<file path="src/rtl/ula_serial_ctrl_if.sv">
// Request/response bus between the MIPS control/datapath and the serial ULA sequencer.
// ULA_SERIAL_FLAGS_EN adds the zero/ovf status flags to the response side.
interface ula_serial_ctrl_if #(
  parameter int WIDTH = 32
);
  logic             start;
  logic [2:0]       ulaOp;
  logic [WIDTH-1:0] op_a;
  logic [WIDTH-1:0] op_b;
  logic             busy;
  logic             done;
  logic [WIDTH-1:0] result;
`ifdef ULA_SERIAL_FLAGS_EN
  logic             zero;
  logic             ovf;

  modport master (
    output start, ulaOp, op_a, op_b,
    input  busy, done, result, zero, ovf
  );

  modport slave (
    input  start, ulaOp, op_a, op_b,
    output busy, done, result, zero, ovf
  );
`else
  modport master (
    output start, ulaOp, op_a, op_b,
    input  busy, done, result
  );

  modport slave (
    input  start, ulaOp, op_a, op_b,
    output busy, done, result
  );
`endif
endinterface

</file>
<file path="src/rtl/ula_serial_ctrl.sv">
// Bit-serial sequencer for the 1-bit ULA slice: LSB first, carry fed back bit to bit.
// Define ULA_SERIAL_FLAGS_EN to add the registered zero/ovf flags on the bus.
module ula_serial_ctrl #(
  parameter int WIDTH = 32
) (
  input  logic                  clk,
  input  logic                  rst,
  ula_serial_ctrl_if.slave      bus,
  output logic [2:0]            slice_op,
  output logic                  slice_a,
  output logic                  slice_b,
  output logic                  slice_cin,
  input  logic                  slice_y,
  input  logic                  slice_cout
);

  localparam int CW = (WIDTH > 2) ? $clog2(WIDTH) : 1;

  localparam logic [2:0] OP_AND = 3'b000;
  localparam logic [2:0] OP_OR  = 3'b001;
  localparam logic [2:0] OP_ADD = 3'b010;
  localparam logic [2:0] OP_SUB = 3'b110;
  localparam logic [2:0] OP_SLT = 3'b111;

  typedef enum logic [1:0] {
    S_IDLE = 2'd0,
    S_RUN  = 2'd1,
    S_DONE = 2'd2
  } state_t;

  state_t           state_q, state_d;
  logic [2:0]       op_q, op_d;
  logic [WIDTH-1:0] a_q, a_d;
  logic [WIDTH-1:0] b_q, b_d;
  logic             carry_q, carry_d;
  logic [CW-1:0]    idx_q, idx_d;
  logic [WIDTH-1:0] result_q, result_d;
  logic             busy_q, busy_d;
  logic             done_q, done_d;
  logic             zero_q, zero_d;
  logic             ovf_q, ovf_d;

  logic             op_valid;
  logic             last_bit;
  logic             msb_ovf;
  logic [WIDTH-1:0] shifted;
  logic [WIDTH-1:0] final_res;

  always_comb begin
    op_valid = (bus.ulaOp == OP_AND) || (bus.ulaOp == OP_OR) || (bus.ulaOp == OP_ADD) ||
               (bus.ulaOp == OP_SUB) || (bus.ulaOp == OP_SLT);
  end

  assign last_bit = (idx_q == CW'(WIDTH - 1));
  // At the MSB the carry flop is the carry in, so in/out disagreement means signed overflow.
  assign msb_ovf  = carry_q ^ slice_cout;
  assign shifted  = {slice_y, result_q[WIDTH-1:1]};

  always_comb begin
    state_d   = state_q;
    op_d      = op_q;
    a_d       = a_q;
    b_d       = b_q;
    carry_d   = carry_q;
    idx_d     = idx_q;
    result_d  = result_q;
    busy_d    = busy_q;
    done_d    = 1'b0;
    zero_d    = zero_q;
    ovf_d     = ovf_q;
    final_res = shifted;

    case (state_q)
      S_IDLE: begin
        if (bus.start) begin
          op_d     = bus.ulaOp;
          a_d      = bus.op_a;
          b_d      = bus.op_b;
          idx_d    = '0;
          carry_d  = (bus.ulaOp == OP_SUB) || (bus.ulaOp == OP_SLT);
          result_d = '0;
          ovf_d    = 1'b0;
          busy_d   = 1'b1;
          if (op_valid) begin
            state_d = S_RUN;
            zero_d  = 1'b0;
          end else begin
            state_d = S_DONE;
            done_d  = 1'b1;
            zero_d  = 1'b1;
          end
        end
      end

      S_RUN: begin
        a_d     = a_q >> 1;
        b_d     = b_q >> 1;
        carry_d = slice_cout;
        idx_d   = idx_q + CW'(1);
        if (op_q == OP_SLT) begin
          final_res = {{(WIDTH-1){1'b0}}, slice_y ^ msb_ovf};
        end
        if (last_bit) begin
          result_d = final_res;
          state_d  = S_DONE;
          done_d   = 1'b1;
          zero_d   = (final_res == '0);
          ovf_d    = ((op_q == OP_ADD) || (op_q == OP_SUB)) && msb_ovf;
        end else begin
          result_d = shifted;
        end
      end

      S_DONE: begin
        state_d = S_IDLE;
        busy_d  = 1'b0;
      end

      default: begin
        state_d = S_IDLE;
        busy_d  = 1'b0;
      end
    endcase
  end

  always_ff @(posedge clk or posedge rst) begin
    if (rst) begin
      state_q  <= S_IDLE;
      op_q     <= '0;
      a_q      <= '0;
      b_q      <= '0;
      carry_q  <= 1'b0;
      idx_q    <= '0;
      result_q <= '0;
      busy_q   <= 1'b0;
      done_q   <= 1'b0;
      zero_q   <= 1'b0;
      ovf_q    <= 1'b0;
    end else begin
      state_q  <= state_d;
      op_q     <= op_d;
      a_q      <= a_d;
      b_q      <= b_d;
      carry_q  <= carry_d;
      idx_q    <= idx_d;
      result_q <= result_d;
      busy_q   <= busy_d;
      done_q   <= done_d;
      zero_q   <= zero_d;
      ovf_q    <= ovf_d;
    end
  end

  // Slice drive comes straight from flops; SLT runs on the slice as a subtract.
  always_comb begin
    slice_op  = 3'b000;
    slice_a   = 1'b0;
    slice_b   = 1'b0;
    slice_cin = 1'b0;
    if (state_q == S_RUN) begin
      slice_op  = (op_q == OP_SLT) ? OP_SUB : op_q;
      slice_a   = a_q[0];
      slice_b   = b_q[0];
      slice_cin = carry_q;
    end
  end

  assign bus.busy   = busy_q;
  assign bus.done   = done_q;
  assign bus.result = result_q;

`ifdef ULA_SERIAL_FLAGS_EN
  assign bus.zero = zero_q;
  assign bus.ovf  = ovf_q;
`else
  logic unused_flags;
  assign unused_flags = zero_q ^ ovf_q;
`endif

endmodule
</file>
<file path="src/flat_wrapper.sv">
// flat-port wrapper written by rule: the top's interface ports become plain ports
module ula_serial_ctrl_flat 
#(
  parameter int WIDTH = 32
)
  (clk, rst, slice_op, slice_a, slice_b, slice_cin, slice_y, slice_cout, bus_start, bus_ulaOp, bus_op_a, bus_op_b, bus_busy, bus_done, bus_result);
  ula_serial_ctrl_if #(.WIDTH(WIDTH)) bus_i ();
  input  logic clk;
  input  logic rst;
  output logic [2:0] slice_op;
  output logic slice_a;
  output logic slice_b;
  output logic slice_cin;
  input  logic slice_y;
  input  logic slice_cout;
  input wire logic [$bits(bus_i.start)-1:0] bus_start;
  input wire logic [$bits(bus_i.ulaOp)-1:0] bus_ulaOp;
  input wire logic [$bits(bus_i.op_a)-1:0] bus_op_a;
  input wire logic [$bits(bus_i.op_b)-1:0] bus_op_b;
  output wire logic [$bits(bus_i.busy)-1:0] bus_busy;
  output wire logic [$bits(bus_i.done)-1:0] bus_done;
  output wire logic [$bits(bus_i.result)-1:0] bus_result;
  assign bus_i.start = bus_start;
  assign bus_i.ulaOp = bus_ulaOp;
  assign bus_i.op_a = bus_op_a;
  assign bus_i.op_b = bus_op_b;
  assign bus_busy = bus_i.busy;
  assign bus_done = bus_i.done;
  assign bus_result = bus_i.result;
  ula_serial_ctrl #(.WIDTH(WIDTH)) u_core (.clk(clk), .rst(rst), .bus(bus_i), .slice_op(slice_op), .slice_a(slice_a), .slice_b(slice_b), .slice_cin(slice_cin), .slice_y(slice_y), .slice_cout(slice_cout));
endmodule
</file>
<file path="config.mk">
export PLATFORM = sky130hd
export DESIGN_NAME = ula_serial_ctrl_flat
export DESIGN_NICKNAME = d
export VERILOG_FILES = /design/src/rtl/ula_serial_ctrl_if.sv /design/src/rtl/ula_serial_ctrl.sv /design/src/flat_wrapper.sv
export SDC_FILE = /design/constraint.sdc
export NUM_CORES = 1
export LEC_CHECK = 0
export BUFFER_PORTS_ARGS = -buffer_cell sky130_fd_sc_hd__buf_2
export CORE_AREA = 2 2 90 109
export DETAILED_ROUTE_END_ITERATION = 8
export DIE_AREA = 0 0 92 111
export PLACE_DENSITY = 0.9
export SLEW_MARGIN = 20
export SYNTH_ARGS = -nofsm -noshare
export SYNTH_HDL_FRONTEND = slang
export SYNTH_SLANG_ARGS = --single-unit
</file>
<file path="constraint.sdc">
create_clock -name clk -period 4.5 [get_ports clk]
set_clock_uncertainty 0.15 [all_clocks]
set_input_delay 0.9 -clock clk [delete_from_list [all_inputs] [get_ports clk]]
set_output_delay 0.9 -clock clk [all_outputs]
set_load 0.03 [all_outputs]
</file>
==> flow_summary_export.csv <==
group,metric,value,unit
floorplanning,initial_core_util,0.521,
drt,via_per_inst,6.31,
pwr,power_density,653,nW/µm²
pwr,internal_power,2.34,mW
floorplanning,num_io_pins,112,
floorplanning,num_rows,39,
placement,placed_cell_area,5390,µm²
run,cap_viol_max_count,0,
pwr,pwr-share-seq,0.436,
sta,finalSetupViolCount,0,
setup_path,arrival,1.88,ns
placement,buffer_ports.inserted,111,
clock_tree,clk_latency,0.34,ns
pwr,max-vdd-ir-drop,0.000383,V
clock_tree,htree_levels,3,
clock_tree,cts_resized,0,
sta,min_period,2.93,ns
sta,fmax,0.341,GHz
synth,ys_ff_latch,109,
pwr,p_switching,1.40,mW
clock_tree,cts_buffer_depth,2,
pwr,switching_share,0.374,
drt,vias,4009,
clock_tree,ctsHoldBuffers,0,
final_layout,synthToLayoutAreaGrowth,18.8,%
pwr,pwr-share-comb,0.327,
global_routing,grt_first_pass_wirelength,18.8,mm
final_layout,fin_area,5730,µm²
synth,synthCells,420,
synth,seq_area_frac_synth,0.565,
final_layout,nFillCells,789,
pwr,p_leak,2.74,nW
drt,wirelength,11.4,mm
setup_path,worst-path-max-fanout,24,
synth,syn_area,4830,µm²
drt,drt-pass1-iter-count,4,
min_path,hold_path.class,"register to register",
global_routing,grt_pass1_vias,3786,
sta,worst_slack,1.57,ns
placement,gp_congestion,0.773,
run_status,status,"finished, final reports clean",
drt,drc,0,
global_routing,grt.total_usage,0.230,
global_routing,grt_max_degree,70,
sta,hold_ws,0.325,ns
placement,dp_hpwl,7.26,mm
clock_tree,cts_tree,"done",
clock_tree,cts_setup_buffers,0,
pwr,power.share.clock,0.237,
final_layout,multiInputGateArea,1880,µm²
synth,syn_area_per_cell,11.5,µm²
global_routing,overflow,0,
global_routing,antenna_found_initial,2,
sta,drv_slew,0,
clock_tree,cts-root-buf,"clkbuf_16",
final_layout,layout.nets,580,
final_layout,drive_above_1_share,0.288,
sta,tightestPinTransition,1.07,ns
setup_path,startpoint_type,"register",
sta,slew_headroom,0.286,
setup_path,end_kind,"primary output",
clock_tree,clock-sinks,109,
sta,fin_crit_sh,0.652,
drt,drt_iter0_drc,357,
clock_tree,cts.clk_slew.worst_paths,0.07,ns
floorplanning,dieArea,10200,µm²
final_layout,seqCellArea,2730,µm²
drt,postRouteAntennaNets,0,
synth,yosysWarnings,0,
synth,synth_fp_nets,494,
sta,finalSetupTns,0,ns
floorplanning,die_x,92,µm
setup_path,required,3.45,ns
sta,hold_violations,0,
clock_tree,cts_buffers,9,
floorplanning,core_area,9270,µm²
setup_path,criticalPathCategory,"register to primary output",
synth,yosys.cell_types.count,30,
floorplanning,die_h,111,µm
placement,dp_slack,1.68,ns
sta,rsz0062_at_grt,"false",
drt,wl_per_cell,18.0,µm
[placed cells by master, fill, tap and decap left out, drive strengths merged]
cell	Yosys	layout
xnor2	1	1
dfrtp	109	109
nor2b	2	2
nor2	1	1
bufinv	0	3
o21bai	1	1
o22ai	1	1
inv	4	4
diode	0	1
clkbuf	13	9
mux2i	3	3
a22oi	125	125
nand2b	2	2
and3	2	2
o31ai	1	1
xor2	1	1
buf	31	119
o21ai	65	65
a21oi	1	1
a22o	37	37
o32ai	1	1
and2	6	6
clkinv	0	4
ha	2	2
mux2	3	3
nand4	2	2
a32oi	2	2
nand2	4	4
[layer usage]
metal	vias to the layer above	share of wire	wire length, µm	GRT usage
li1	1823	-	-	-
met1	2011	0.41	4730	0.315
met2	152	0.48	5530	0.349
met3	21	0.078	885	0.0619
met4	2	0.022	246	0.0945
met5	-	0.0011	13	0
[logic make-up (layout without fill, tap and decap cells)]
| logic type | after synthesis | count (layout) | share of synthesized area |
|---|---|---|---|
| adder cells (fa/ha/maj) | 2 | 2 | 0.00518 |
| AND/OR/NAND/NOR | 19 | 19 | 0.0226 |
| other | 0 | 1 | 0 |
| multiplexers | 6 | 6 | 0.0132 |
| XOR/XNOR | 2 | 2 | 0.00363 |
| buffers and inverters | 48 | 139 | 0.0503 |
| flip-flops | 109 | 109 | 0.565 |
| AO/OA/AOI/OAI | 234 | 234 | 0.340 |
[synth_stat cells (all sizes together)]
cell type / count / area share
a21oi: 1 / 0.0010
a22o: 37 / 0.067
a22oi: 125 / 0.19
a32oi: 2 / 0.0036
and2: 6 / 0.0078
and3: 2 / 0.0026
buf: 31 / 0.037
clkbuf: 13 / 0.010
dfrtp: 109 / 0.57
ha: 2 / 0.0052
inv: 4 / 0.0031
mux2: 3 / 0.0070
mux2i: 3 / 0.0062
nand2: 4 / 0.0031
nand2b: 2 / 0.0026
nand4: 2 / 0.0026
nor2: 1 / 0.0013
nor2b: 2 / 0.0026
o21ai: 65 / 0.067
o21bai: 1 / 0.0016
o22ai: 1 / 0.0013
o31ai: 1 / 0.0016
o32ai: 1 / 0.0018
xnor2: 1 / 0.0018
xor2: 1 / 0.0018
[area by class of cell]
cell class | count | area share
clock inverter | 7 | 0.0199
tap | 123 | 0.0268
sequential | 109 | 0.476
inverter | 4 | 0.00305
antenna | 1 | 0.000436
multi-input combinational | 263 | 0.327
clock buffer | 9 | 0.0393
timing repair buffer | 119 | 0.107
[power groups by stage]
stage / Clock, mW / Combinational (mW) / Sequential [mW]
4_1_cts: 0.902 / 1.23 / 1.62
3_5_place_dp: 0 / 1.23 / 1.63
6_report: 0.888 / 1.23 / 1.63
3_3_place_gp: 0 / 1.17 / 1.61
2_1_floorplan: 0 / 0.866 / 1.68
5_1_grt: 0.948 / 1.37 / 1.68
[per-stage QoR]
step	util	power [mW]	cells
floorplan	-	2.55	420
global placement	0.582	2.78	618
detailed placement	0.582	2.86	618
CTS	0.618	3.76	634
global route	0.618	3.99	635
finish	0.618	3.75	635
[final timing paths]
kind / startpoint / to / slack, ns / cells past startpoint
max: u_core.state_q[1]$_DFFE_PP0P_ / slice_op[0] / 1.57 / 3
min: u_core.idx_q[3]$_DFFE_PP0P_ / u_core.idx_q[3]$_DFFE_PP0P_ / 0.32 / 1
max reg2reg: u_core.state_q[1]$_DFFE_PP0P_ / u_core.a_q[18]$_DFFE_PP0P_ / 2.09 / 4
min reg2reg: u_core.idx_q[3]$_DFFE_PP0P_ / u_core.idx_q[3]$_DFFE_PP0P_ / 0.32 / 1
max in group asynchronous: rst / u_core.b_q[20]$_DFFE_PP0P_ / 2.88 / 3
min in group asynchronous: rst / u_core.a_q[26]$_DFFE_PP0P_ / 0.53 / 2
[flip-flops by register name (all words and copies together) (netlist names)]
register	flops
u_core.bus.busy	1
u_core.bus.result	32
u_core.a_q	32
u_core.bus.done	1
u_core.b_q	32
u_core.carry_q	1
u_core.state_q	2
u_core.idx_q	5
u_core.op_q	3
[worst max-delay path: stages, from the launching register on]
cell and delay, ns:
dfrtp_2 0.59, nor2b_4 0.51, and3_1 0.24, buf_2 0.20
(Power assumes the default switching activity.)
